## config.mk

```make
export PLATFORM = sky130hd
export DESIGN_NAME = seq_hit_tally
export DESIGN_NICKNAME = d
export VERILOG_FILES = /design/src/rtl/seq_hit_tally.sv
export SDC_FILE = /design/constraint.sdc
export NUM_CORES = 1
export LEC_CHECK = 0
export ABC_AREA = 0
export CELL_PAD_IN_SITES_DETAIL_PLACEMENT = 2
export CELL_PAD_IN_SITES_GLOBAL_PLACEMENT = 2
export CORE_MARGIN = 8
export CORE_UTILIZATION = 38
export CTS_CLUSTER_SIZE = 40
export DETAILED_ROUTE_END_ITERATION = 8
export DONT_BUFFER_PORTS = 1
export GPL_TIMING_DRIVEN = 0
export PLACE_DENSITY_LB_ADDON = 0.1
export SLEW_MARGIN = 25
export SYNTH_ARGS = -nofsm -noshare
export SYNTH_HDL_FRONTEND = slang
export SYNTH_SLANG_ARGS = --single-unit
```

## constraint.sdc

```tcl
create_clock -name clk -period 3.15 [get_ports clk]
set_input_delay 0.1575 -clock clk [delete_from_list [all_inputs] [get_ports clk]]
set_output_delay 0.1575 -clock clk [all_outputs]
set_load 0.01 [all_outputs]
```

## src/rtl/seq_hit_tally.sv

```systemverilog
// Tally for sequence-detector hits: two-digit BCD count with sticky overflow,
// LED pulse stretcher and inter-hit gap measurement, all registered.
module seq_hit_tally #(
   parameter int unsigned STRETCH = 24,
   parameter int unsigned GAP_W   = 8
) (
   input  logic             clk,
   input  logic             clr,
   input  logic             hit,
   input  logic             en,
   output logic [3:0]       bcd_ones,
   output logic [3:0]       bcd_tens,
   output logic             ovf,
   output logic             led,
   output logic [GAP_W-1:0] gap,
   output logic             gap_vld
);

   typedef enum logic {IDLE, HOLD} state_t;

   localparam logic [23:0]      RELOAD  = 24'(STRETCH - 1);
   localparam logic [GAP_W-1:0] GAP_MAX = '1;

   state_t           state_q, state_d;
   logic [23:0]      timer_q, timer_d;
   logic             led_q, led_d;
   logic [3:0]       ones_q, ones_d;
   logic [3:0]       tens_q, tens_d;
   logic             ovf_q, ovf_d;
   logic [GAP_W-1:0] run_q, run_d;
   logic [GAP_W-1:0] gap_q, gap_d;
   logic             gap_vld_q, gap_vld_d;
   logic             seen_q, seen_d;
   logic             counted;

   function automatic logic [GAP_W-1:0] sat_inc(input logic [GAP_W-1:0] x);
      return (x == GAP_MAX) ? x : x + 1'b1;
   endfunction

   assign counted = hit & en;

   always_comb begin
      state_d   = state_q;
      timer_d   = timer_q;
      led_d     = led_q;
      ones_d    = ones_q;
      tens_d    = tens_q;
      ovf_d     = ovf_q;
      run_d     = run_q;
      gap_d     = gap_q;
      gap_vld_d = gap_vld_q;
      seen_d    = seen_q;

      if (counted) begin
         if (ones_q == 4'd9) begin
            ones_d = 4'd0;
            if (tens_q == 4'd9) begin
               tens_d = 4'd0;
               ovf_d  = 1'b1;
            end else begin
               tens_d = tens_q + 4'd1;
            end
         end else begin
            ones_d = ones_q + 4'd1;
         end
      end

      // Stretcher keeps decaying even while en=0; only counted hits reload it.
      case (state_q)
         IDLE: begin
            if (counted) begin
               state_d = HOLD;
               timer_d = RELOAD;
               led_d   = 1'b1;
            end
         end
         HOLD: begin
            if (counted) begin
               timer_d = RELOAD;
            end else if (timer_q != 24'd0) begin
               timer_d = timer_q - 24'd1;
            end else begin
               state_d = IDLE;
               led_d   = 1'b0;
            end
         end
         default: begin
            state_d = IDLE;
            led_d   = 1'b0;
         end
      endcase

      // Captured gap is the running count plus the hit cycle itself.
      if (counted) begin
         if (seen_q) begin
            gap_d     = sat_inc(run_q);
            gap_vld_d = 1'b1;
         end
         seen_d = 1'b1;
         run_d  = '0;
      end else if (en) begin
         run_d = sat_inc(run_q);
      end
   end

   always_ff @(posedge clk) begin
      if (clr) begin
         state_q   <= IDLE;
         timer_q   <= '0;
         led_q     <= 1'b0;
         ones_q    <= 4'd0;
         tens_q    <= 4'd0;
         ovf_q     <= 1'b0;
         run_q     <= '0;
         gap_q     <= '0;
         gap_vld_q <= 1'b0;
         seen_q    <= 1'b0;
      end else begin
         state_q   <= state_d;
         timer_q   <= timer_d;
         led_q     <= led_d;
         ones_q    <= ones_d;
         tens_q    <= tens_d;
         ovf_q     <= ovf_d;
         run_q     <= run_d;
         gap_q     <= gap_d;
         gap_vld_q <= gap_vld_d;
         seen_q    <= seen_d;
      end
   end

   assign bcd_ones = ones_q;
   assign bcd_tens = tens_q;
   assign ovf      = ovf_q;
   assign led      = led_q;
   assign gap      = gap_q;
   assign gap_vld  = gap_vld_q;

endmodule

```

==> results of run 1 <==
-- power groups by stage --
stage	registers, mW	logic, mW	clock network [mW]
after floorplan	0.741	0.200	0
after global placement	0.750	0.251	0
after detailed placement	0.752	0.262	0
after CTS	0.737	0.271	0.480
after global routing	0.743	0.299	0.500
final	0.736	0.266	0.461
-- kinds of logic (layout without fill, tap and decap cells) --
family | Yosys count | in the layout | share of synthesized area (%)
and+or+nand+nor | 127 | 127 | 26.2
AOI/OAI and AO/OA | 66 | 66 | 16.3
DFF | 53 | 53 | 42.4
buffers and inverters | 18 | 25 | 3.45
xor gates and xnor gates | 16 | 16 | 5.60
muxes | 11 | 11 | 4.55
adders and majority gates | 3 | 3 | 1.50
-- layer usage --
layer	GRT usage, %	vias up
met1	16.5	1069
li1	-	1067
met3	3.56	7
met4	3.20	0
met2	26.0	19
met5	0	-
-- synthesized netlist by cell type (all sizes together), types with 2 or more instances --
cell type  number
nand3           7
nand2          25
a311oi          3
ha              3
or4             7
a21oi          29
o31ai           3
nor4            5
inv             6
nor2b           4
nor3            7
xor2            9
nor2           41
a31o            3
buf             2
nand4           3
clkbuf         10
or3             7
dfxtp          53
mux2            3
mux2i           8
o211ai          3
and3            4
a211oi          3
nor3b           3
nor4b           4
o21ai          11
nand2b          5
xnor2           7
a31oi           5
-- worst paths after layout --
path / from / slack (ns) / depth (start not counted) / end
min: clr / 0.25 / 2 / gap[0]
max: timer_q[4] / 0.48 / 6 / timer_q[4]
max reg2reg: timer_q[4] / 0.48 / 6 / timer_q[4]
min reg2reg: timer_q[15] / 0.49 / 2 / timer_q[15]
-- registers in the layout (all words and copies together) (netlist names), 4 cells and up --
name      cells
timer_q      24
bcd_tens      4
gap           8
bcd_ones      4
run_q         8
-- per-stage QoR --
| stage | area, um^2 | util [%] |
|---|---|---|
| after floorplan | 2500 | - |
| after global placement | 2600 | 40.9 |
| after detailed placement | 2600 | 40.9 |
| after CTS | 2710 | 42.6 |
| after global routing | 2710 | 42.6 |
| final | 2710 | 42.6 |
-- final cells by class --
class	count	share of cell area (%)
multi-input combinational	223	50.1
sequential	53	39.2
tap	77	3.56
clock buffer	5	2.54
buffer	12	2.36
clock inverter	2	1.43
inverter	6	0.832
-- worst max-delay path, cell delays in order, from the launching register on --
cell,delay [ns]
dfxtp_1,0.36
or4_1,0.51
buf_2,0.17
or4_2,0.69
o211ai_1,0.52
xor2_1,0.21
a21oi_1,0.08
==> results.py, run 1 <==
metrics = {
    "outcome": {
        "status": "completed",
    },
    "power_and_ir_drop": {
        "p_sw_mw": 0.429,
        "switching_share_pct": 29.3,
        "p_leak_nw": 0.953,
        "comb_power_share_pct": 18.2,
        "internal-power_mw": 1.03,
        "finalPower_mw": 1.46,
        "powerDensity_nw_per_um2": 541,
        "p_seq_share_pct": 50.3,
        "pwr-share-clk_pct": 31.5,
        "ir_drop_uv": 270,
    },
    "timing": {
        "worst_pin_slew_ns": 0.886,
        "final-hold-violation-count": 0,
        "skew_ns": 0.00773,
        "tns_ns": 0,
        "hold_ws_ns": 0.251,
        "finalCriticalPeriod_ns": 2.67,
        "max_freq_mhz": 375,
        "final-setup-viol-count": 0,
        "slew_headroom_pct": 40.4,
        "period_share_pct": 84.7,
        "rsz0062_at_grt": "false",
        "layout_setup_ws_ns": 0.481,
        "finalMaxSlewViolations": 0,
    },
    "cells_and_area": {
        "diodes": 0,
        "fin_cells": 378,
        "final_common_cell": "dfxtp_1",
        "drive_above_1_share_pct": 8.31,
        "fill_cells": 738,
        "nNetsFinal": 308,
        "seq_area_um2": 1060,
        "mostFrequentLayoutCells": "dfxtp_1, nor2_1, a21oi_1",
        "multi_input_area_um2": 1360,
        "syn_to_final_growth_pct": 8.15,
    },
    "routing": {
        "met1_length_um": 3040,
        "wl_per_cell_um": 17.4,
        "wl_um": 6580,
        "num_vias": 2162,
        "highest-signal-layer": "met4",
        "drtPass1Iterations": 4,
        "first_iter_violations": 53,
        "dr_wl_met3_um": 215,
        "vias_per_cell": 5.72,
        "ant_nets": 0,
        "routed-wl-met2_um": 3280,
        "drc": 0,
    },
    "clock_tree": {
        "cts_tree": "built",
        "cts.path.max_buffers": 2,
        "postCtsSetupRepairBufs": 0,
        "clk_latency_ns": 0.30,
        "cts_resized": 0,
        "hold_buffers": 0,
        "path_clk_slew_ns": 0.10,
        "cts_sinks": 53,
        "htreeDepth": 2,
        "cts-root-buf": "clkbuf_8",
        "cts_buffers": 5,
    },
    "critical_path": {
        "crit_fanout": 7,
        "timing_worst_setup_path_type": "register to register",
        "cp-end-kind": "register",
        "worstPathRequired_ns": 3.33,
        "critPathLaunchType": "register",
        "arrival_ns": 2.85,
    },
    "logic_synthesis": {
        "synthFlopType": "dfxtp_1",
        "yosysTopAreaCell": "dfxtp_1",
        "syn-num-nets": 301,
        "synth_edf_count": 0,
        "syn-cell-area_um2": 2500,
        "seq_area_frac_synth_pct": 42.4,
        "syn_inst": 294,
        "synth_top_area_share_pct": 42.4,
        "ys_seq_elements": 53,
        "ys_types": 47,
        "async_flop_share_pct": 0,
        "yosysWarnings": 0,
        "ys_top_cells_by_area": "dfxtp_1, nor2_1, a21oi_1",
        "syn_area_per_cell_um2": 8.51,
    },
    "placed_design": {
        "dp.cells": 371,
        "gp_congestion": 0.722,
        "hpwl_um": 4790,
        "pre_cts_slack_ns": 0.496,
        "io_buffers": 0,
    },
    "floorplan": {
        "start_util_pct": 39.4,
        "die_x_um": 97.2,
        "die_y_um": 97.2,
        "io_pins": 23,
        "dieArea_um2": 9440,
        "core_area_um2": 6350,
        "rows": 29,
    },
    "global_route": {
        "grt_pass1_vias": 2360,
        "grt_max_degree": 17,
        "antenna_found_initial": 0,
        "grt_pass1_wl_um": 11600,
        "grt.overflow.total": 0,
        "grt_use_total_pct": 14.4,
    },
    "min_path": {
        "hold_class": "input port to register",
    },
    "job": {
        "maxCapViolCount": 0,
    },
}
Note: power is estimated with default switching activity, not from simulation.
==> run 2: changes to the inputs <==
CORE_UTILIZATION = 34   (was 38)
clock period = 2.38 ns   (was 3.15 ns; I/O delays follow)
==> run 2 against run 1 <==
  * The flow now finishes with violations (setup timing)
  * Sequential cell count is the same
  * Hold slack lost 0.051 ns
  * Critical path depth down 1
  * Setup slack lost 0.50 ns
==> results.py, run 2 (synthesis results as in run 1) <==
metrics = {
    "timing": {
        "hold_ws_ns": 0.200,
        "final-hold-violation-count": 0,
        "rsz0062_at_grt": "true",
        "finalMaxSlewViolations": 0,
        "max_freq_mhz": 417,
        "skew_ns": 0.0189,
        "period_share_pct": 101,
        "slew_headroom_pct": 56.8,
        "finalCriticalPeriod_ns": 2.40,
        "tns_ns": -0.0217,
        "worst_pin_slew_ns": 0.648,
        "layout_setup_ws_ns": -0.0161,
        "final-setup-viol-count": 2,
    },
    "min_path": {
        "hold_start": "clr",
        "hold_depth": 2,
        "hold_class": "input port to register",
    },
    "global_route": {
        "grt_pass1_wl_um": 11400,
        "grt_pass1_vias": 2267,
        "grt_use_total_pct": 13.8,
        "grt_max_degree": 18,
        "grt.overflow.total": 0,
        "antenna_found_initial": 0,
    },
    "power_and_ir_drop": {
        "pwr-share-clk_pct": 28.5,
        "powerDensity_nw_per_um2": 674,
        "p_leak_nw": 1.01,
        "ir_drop_uv": 202,
        "p_sw_mw": 0.609,
        "switching_share_pct": 31.3,
        "internal-power_mw": 1.33,
        "finalPower_mw": 1.94,
        "comb_power_share_pct": 21.2,
        "p_seq_share_pct": 50.3,
    },
    "clock_tree": {
        "hold_buffers": 0,
        "cts_sinks": 53,
        "htreeDepth": 2,
        "path_clk_slew_ns": 0.11,
        "clk_latency_ns": 0.31,
        "cts-root-buf": "clkbuf_8",
        "cts_tree": "built",
        "cts_buffers": 5,
        "cts.path.max_buffers": 2,
    },
    "cells_and_area": {
        "nNetsFinal": 315,
        "mostFrequentLayoutCells": "dfxtp_1, nor2_1, a21oi_1",
        "fin_cells": 408,
        "fill_cells": 827,
        "final_common_cell": "dfxtp_1",
        "final_core_util_pct": 40.2,
        "final_area_um2": 2880,
        "syn_to_final_growth_pct": 15.2,
        "multi_input_area_um2": 1450,
        "seq_area_um2": 1070,
        "drive_above_1_share_pct": 15.5,
        "largest_reg_flops": 24,
        "regMostFlops": "timer_q",
        "diodes": 0,
    },
    "routing": {
        "wl_per_cell_um": 16.9,
        "drc": 0,
        "num_vias": 2178,
        "vias_per_cell": 5.34,
        "wl_um": 6880,
        "drtPass1Iterations": 4,
        "first_iter_violations": 30,
        "ant_nets": 0,
    },
    "floorplan": {
        "die_x_um": 102,
        "start_util_pct": 34.9,
        "die_y_um": 102,
        "core_area_um2": 7180,
        "io_pins": 23,
        "dieArea_um2": 10400,
        "rows": 31,
    },
    "critical_path": {
        "cp-end-kind": "register",
        "r2r_cells": 5,
        "worstPathRequired_ns": 2.57,
        "reg2reg_from": "timer_q[5]",
        "critPathLaunchType": "register",
        "timing_worst_setup_path_type": "register to register",
        "arrival_ns": 2.59,
        "crit_fanout": 4,
        "crit_start": "timer_q[5]",
    },
    "placed_design": {
        "gp_congestion": 0.722,
        "hpwl_um": 4840,
        "pre_cts_slack_ns": -0.248,
        "dp.cells": 393,
        "io_buffers": 0,
        "place_area_um2": 2630,
    },
    "job": {
        "maxCapViolCount": 0,
    },
    "outcome": {
        "violations": "setup timing",
        "status": "finished, violations left",
    },
}
[run 2: per-layer routing]
| layer | vias up | global-route usage (%) | part of all wire, % |
|---|---|---|---|
| li1 | 1078 | - | - |
| met1 | 1086 | 16.5 | 45 |
| met2 | 12 | 24.5 | 53 |
| met3 | 2 | 2.82 | 2.4 |
| met4 | 0 | 3.09 | 0.48 |
| met5 | - | 0 | 0 |
[run 2: what timing repair did]
item	4_1_cts	5_1_grt
pin swaps	6	8
buffers inserted	6	3
endpoints found under the setup margin	16	24
gates resized for setup	11	9
[run 2: layout make-up]
class,count,area share [%]
multi-input combinational,223,50.2
sequential,53,37.1
tap,99,4.30
clock buffer,6,2.86
timing repair buffer,9,2.34
buffer,10,1.91
inverter,6,0.781
clock inverter,2,0.564
[run 2: worst paths after layout]
path / end / slack (ns)
setup / recovery: timer_q[18] / -0.02
hold / removal: timer_q[4] / 0.20
setup reg to reg: timer_q[18] / -0.02
hold reg to reg: timer_q[15] / 0.50
[run 2: power by group through the flow]
stage               clock network, mW  logic [mW]  registers (mW)
global route                    0.614       0.461           0.986
finish                          0.553       0.412           0.978
detailed placement                  0       0.347           0.997
floorplan                           0       0.269           0.982
global placement                    0       0.338           0.995
CTS                             0.583       0.409           0.977
[run 2: worst max-delay path: stages, from the launching register on]
cell and delay, ns:
dfxtp_4 0.36, or4_4 0.55, or4b_4 0.52, or3_4 0.37, o31a_2 0.29, o21a_1 0.19
==> run 3: changes to the inputs <==
CORE_UTILIZATION = 25   (was 34)
==> run 3 against run 2 <==
  * The flow now finishes without violations
  * Utilization is 10 points lower
  * Total power is 0.61% higher
  * Clock power is 3.8% higher
  * Sequential share of layout area is 0.27 points lower
  * Design area is 0.74% higher
  * Hold slack better by 0.014 ns
  * Largest power group unchanged
==> results.py, run 3 (synthesis results as in run 1) <==
metrics = {
    "floorplan": {
        "die_x_um": 116,
        "io_pins": 23,
        "dieArea_um2": 13500,
        "core_area_um2": 9730,
        "die_y_um": 116,
        "rows": 36,
        "start_util_pct": 25.7,
    },
    "clock_tree": {
        "cts_sinks": 53,
        "hold_buffers": 0,
        "cts_buffers": 5,
        "htreeDepth": 2,
        "clk_latency_ns": 0.31,
        "cts_tree": "built",
        "cts.path.max_buffers": 2,
        "path_clk_slew_ns": 0.11,
        "cts-root-buf": "clkbuf_8",
    },
    "critical_path": {
        "max_stage_delay_ns": 0.56,
        "crit_fanout": 3,
        "r2r_cells": 5,
        "worstPathRequired_ns": 2.59,
        "critical-path-top-delay-family": "simple AND/OR/NAND/NOR gates",
        "crit_slowest_cell": "or4_4",
        "timing.rr.end": "timer_q[18]",
        "critPathLaunchType": "register",
        "critPathBufInv": 0,
        "crit_cells": 5,
        "timing_worst_setup_path_type": "register to register",
        "rrSetupSlack_ns": 0.05,
        "path_cells": "or4_4, or4b_4, or3_4, o31a_2, o21a_1",
        "arrival_ns": 2.54,
        "reg2reg_from": "timer_q[5]",
        "cp-end-kind": "register",
    },
    "placed_design": {
        "io_buffers": 0,
        "place_area_um2": 2670,
        "pre_cts_slack_ns": -0.369,
        "hpwl_um": 4940,
        "gp_congestion": 0.731,
    },
    "cells_and_area": {
        "final_common_cell": "dfxtp_1",
        "diodes": 0,
        "final_area_um2": 2900,
        "nNetsFinal": 312,
        "syn_to_final_growth_pct": 16.1,
        "final_core_util_pct": 29.8,
        "fill_cells": 1150,
        "regMostFlops": "timer_q",
        "drive_above_1_share_pct": 14.7,
        "seq_area_um2": 1070,
        "multi_input_area_um2": 1440,
        "largest_reg_flops": 24,
        "mostFrequentLayoutCells": "dfxtp_1, nor2_1, a21oi_1",
    },
    "timing": {
        "finalMaxSlewViolations": 0,
        "final-setup-viol-count": 0,
        "max_freq_mhz": 429,
        "period_share_pct": 98.0,
        "worst_pin_slew_ns": 0.650,
        "slew_headroom_pct": 56.6,
        "skew_ns": 0.0121,
        "layout_setup_ws_ns": 0.0469,
        "rsz0062_at_grt": "true",
        "final-hold-violation-count": 0,
        "finalCriticalPeriod_ns": 2.33,
    },
    "min_path": {
        "hold_depth": 2,
        "min_to": "gap[0]",
        "hold_class": "input port to register",
        "hold_start": "clr",
    },
    "power_and_ir_drop": {
        "powerDensity_nw_per_um2": 673,
        "ir_drop_uv": 275,
        "finalPower_mw": 1.96,
        "p_leak_nw": 0.995,
    },
    "routing": {
        "drc": 0,
        "wl_um": 6900,
        "ant_nets": 0,
        "first_iter_violations": 59,
        "drtPass1Iterations": 4,
        "vias_per_cell": 4.96,
        "num_vias": 2177,
        "wl_per_cell_um": 15.7,
    },
    "global_route": {
        "grt_use_total_pct": 11.1,
        "grt_max_degree": 18,
        "antenna_found_initial": 0,
        "grt.overflow.total": 0,
        "grt_pass1_vias": 2313,
        "grt_pass1_wl_um": 12100,
    },
    "job": {
        "maxCapViolCount": 0,
    },
    "outcome": {
        "status": "completed",
    },
}
[run 3: area by class of cell]
class	instances	share of cell area, %
Tap cell	133	5.73
Multi-Input combinational cell	223	49.5
Timing Repair Buffer	6	1.81
Sequential cell	53	36.8
Clock inverter	2	0.603
Buffer	10	1.90
Inverter	6	0.776
Clock buffer	6	2.84
[run 3: report_power, final]
part           internal [mW]  switching (mW)  total (mW)
clock                  0.243           0.331       0.574
sequential             0.926          0.0511       0.978
combinational          0.161           0.244       0.405
[run 3: layer usage]
metal	GRT usage, %	vias to the layer above	part of all wire [%]
met4	2.33	0	0.77
met2	19.0	15	50
met5	0	-	0
met3	2.61	5	3.2
li1	-	1075	-
met1	13.8	1082	46
[run 3: timing repair]
item | in CTS | in global routing
gates cloned | 0 | 0
setup endpoints to repair | 22 | 23
pin swaps | 9 | 5
setup buffers | 6 | 0
hold endpoints to repair | 0 | 0
gates resized for setup | 13 | 10
[run 3: worst max path at each step]
stage	from	end
after floorplan	timer_q[4]	timer_q[18]
after global placement	timer_q[16]	timer_q[4]
after detailed placement	timer_q[16]	timer_q[4]
after CTS	timer_q[5]	timer_q[18]
after global routing	timer_q[5]	timer_q[18]
final	timer_q[5]	timer_q[18]
[run 3: through the flow]
| stage | hold WS (ns) | TNS [ns] | instances |
|---|---|---|---|
| floorplan | 0.416 | -0.00407 | 294 |
| global placement | 0.441 | -1.75 | 427 |
| detailed placement | 0.441 | -3.41 | 427 |
| CTS | 0.230 | -0.382 | 441 |
| global route | 0.238 | -0.0171 | 439 |
| finish | 0.214 | 0 | 439 |
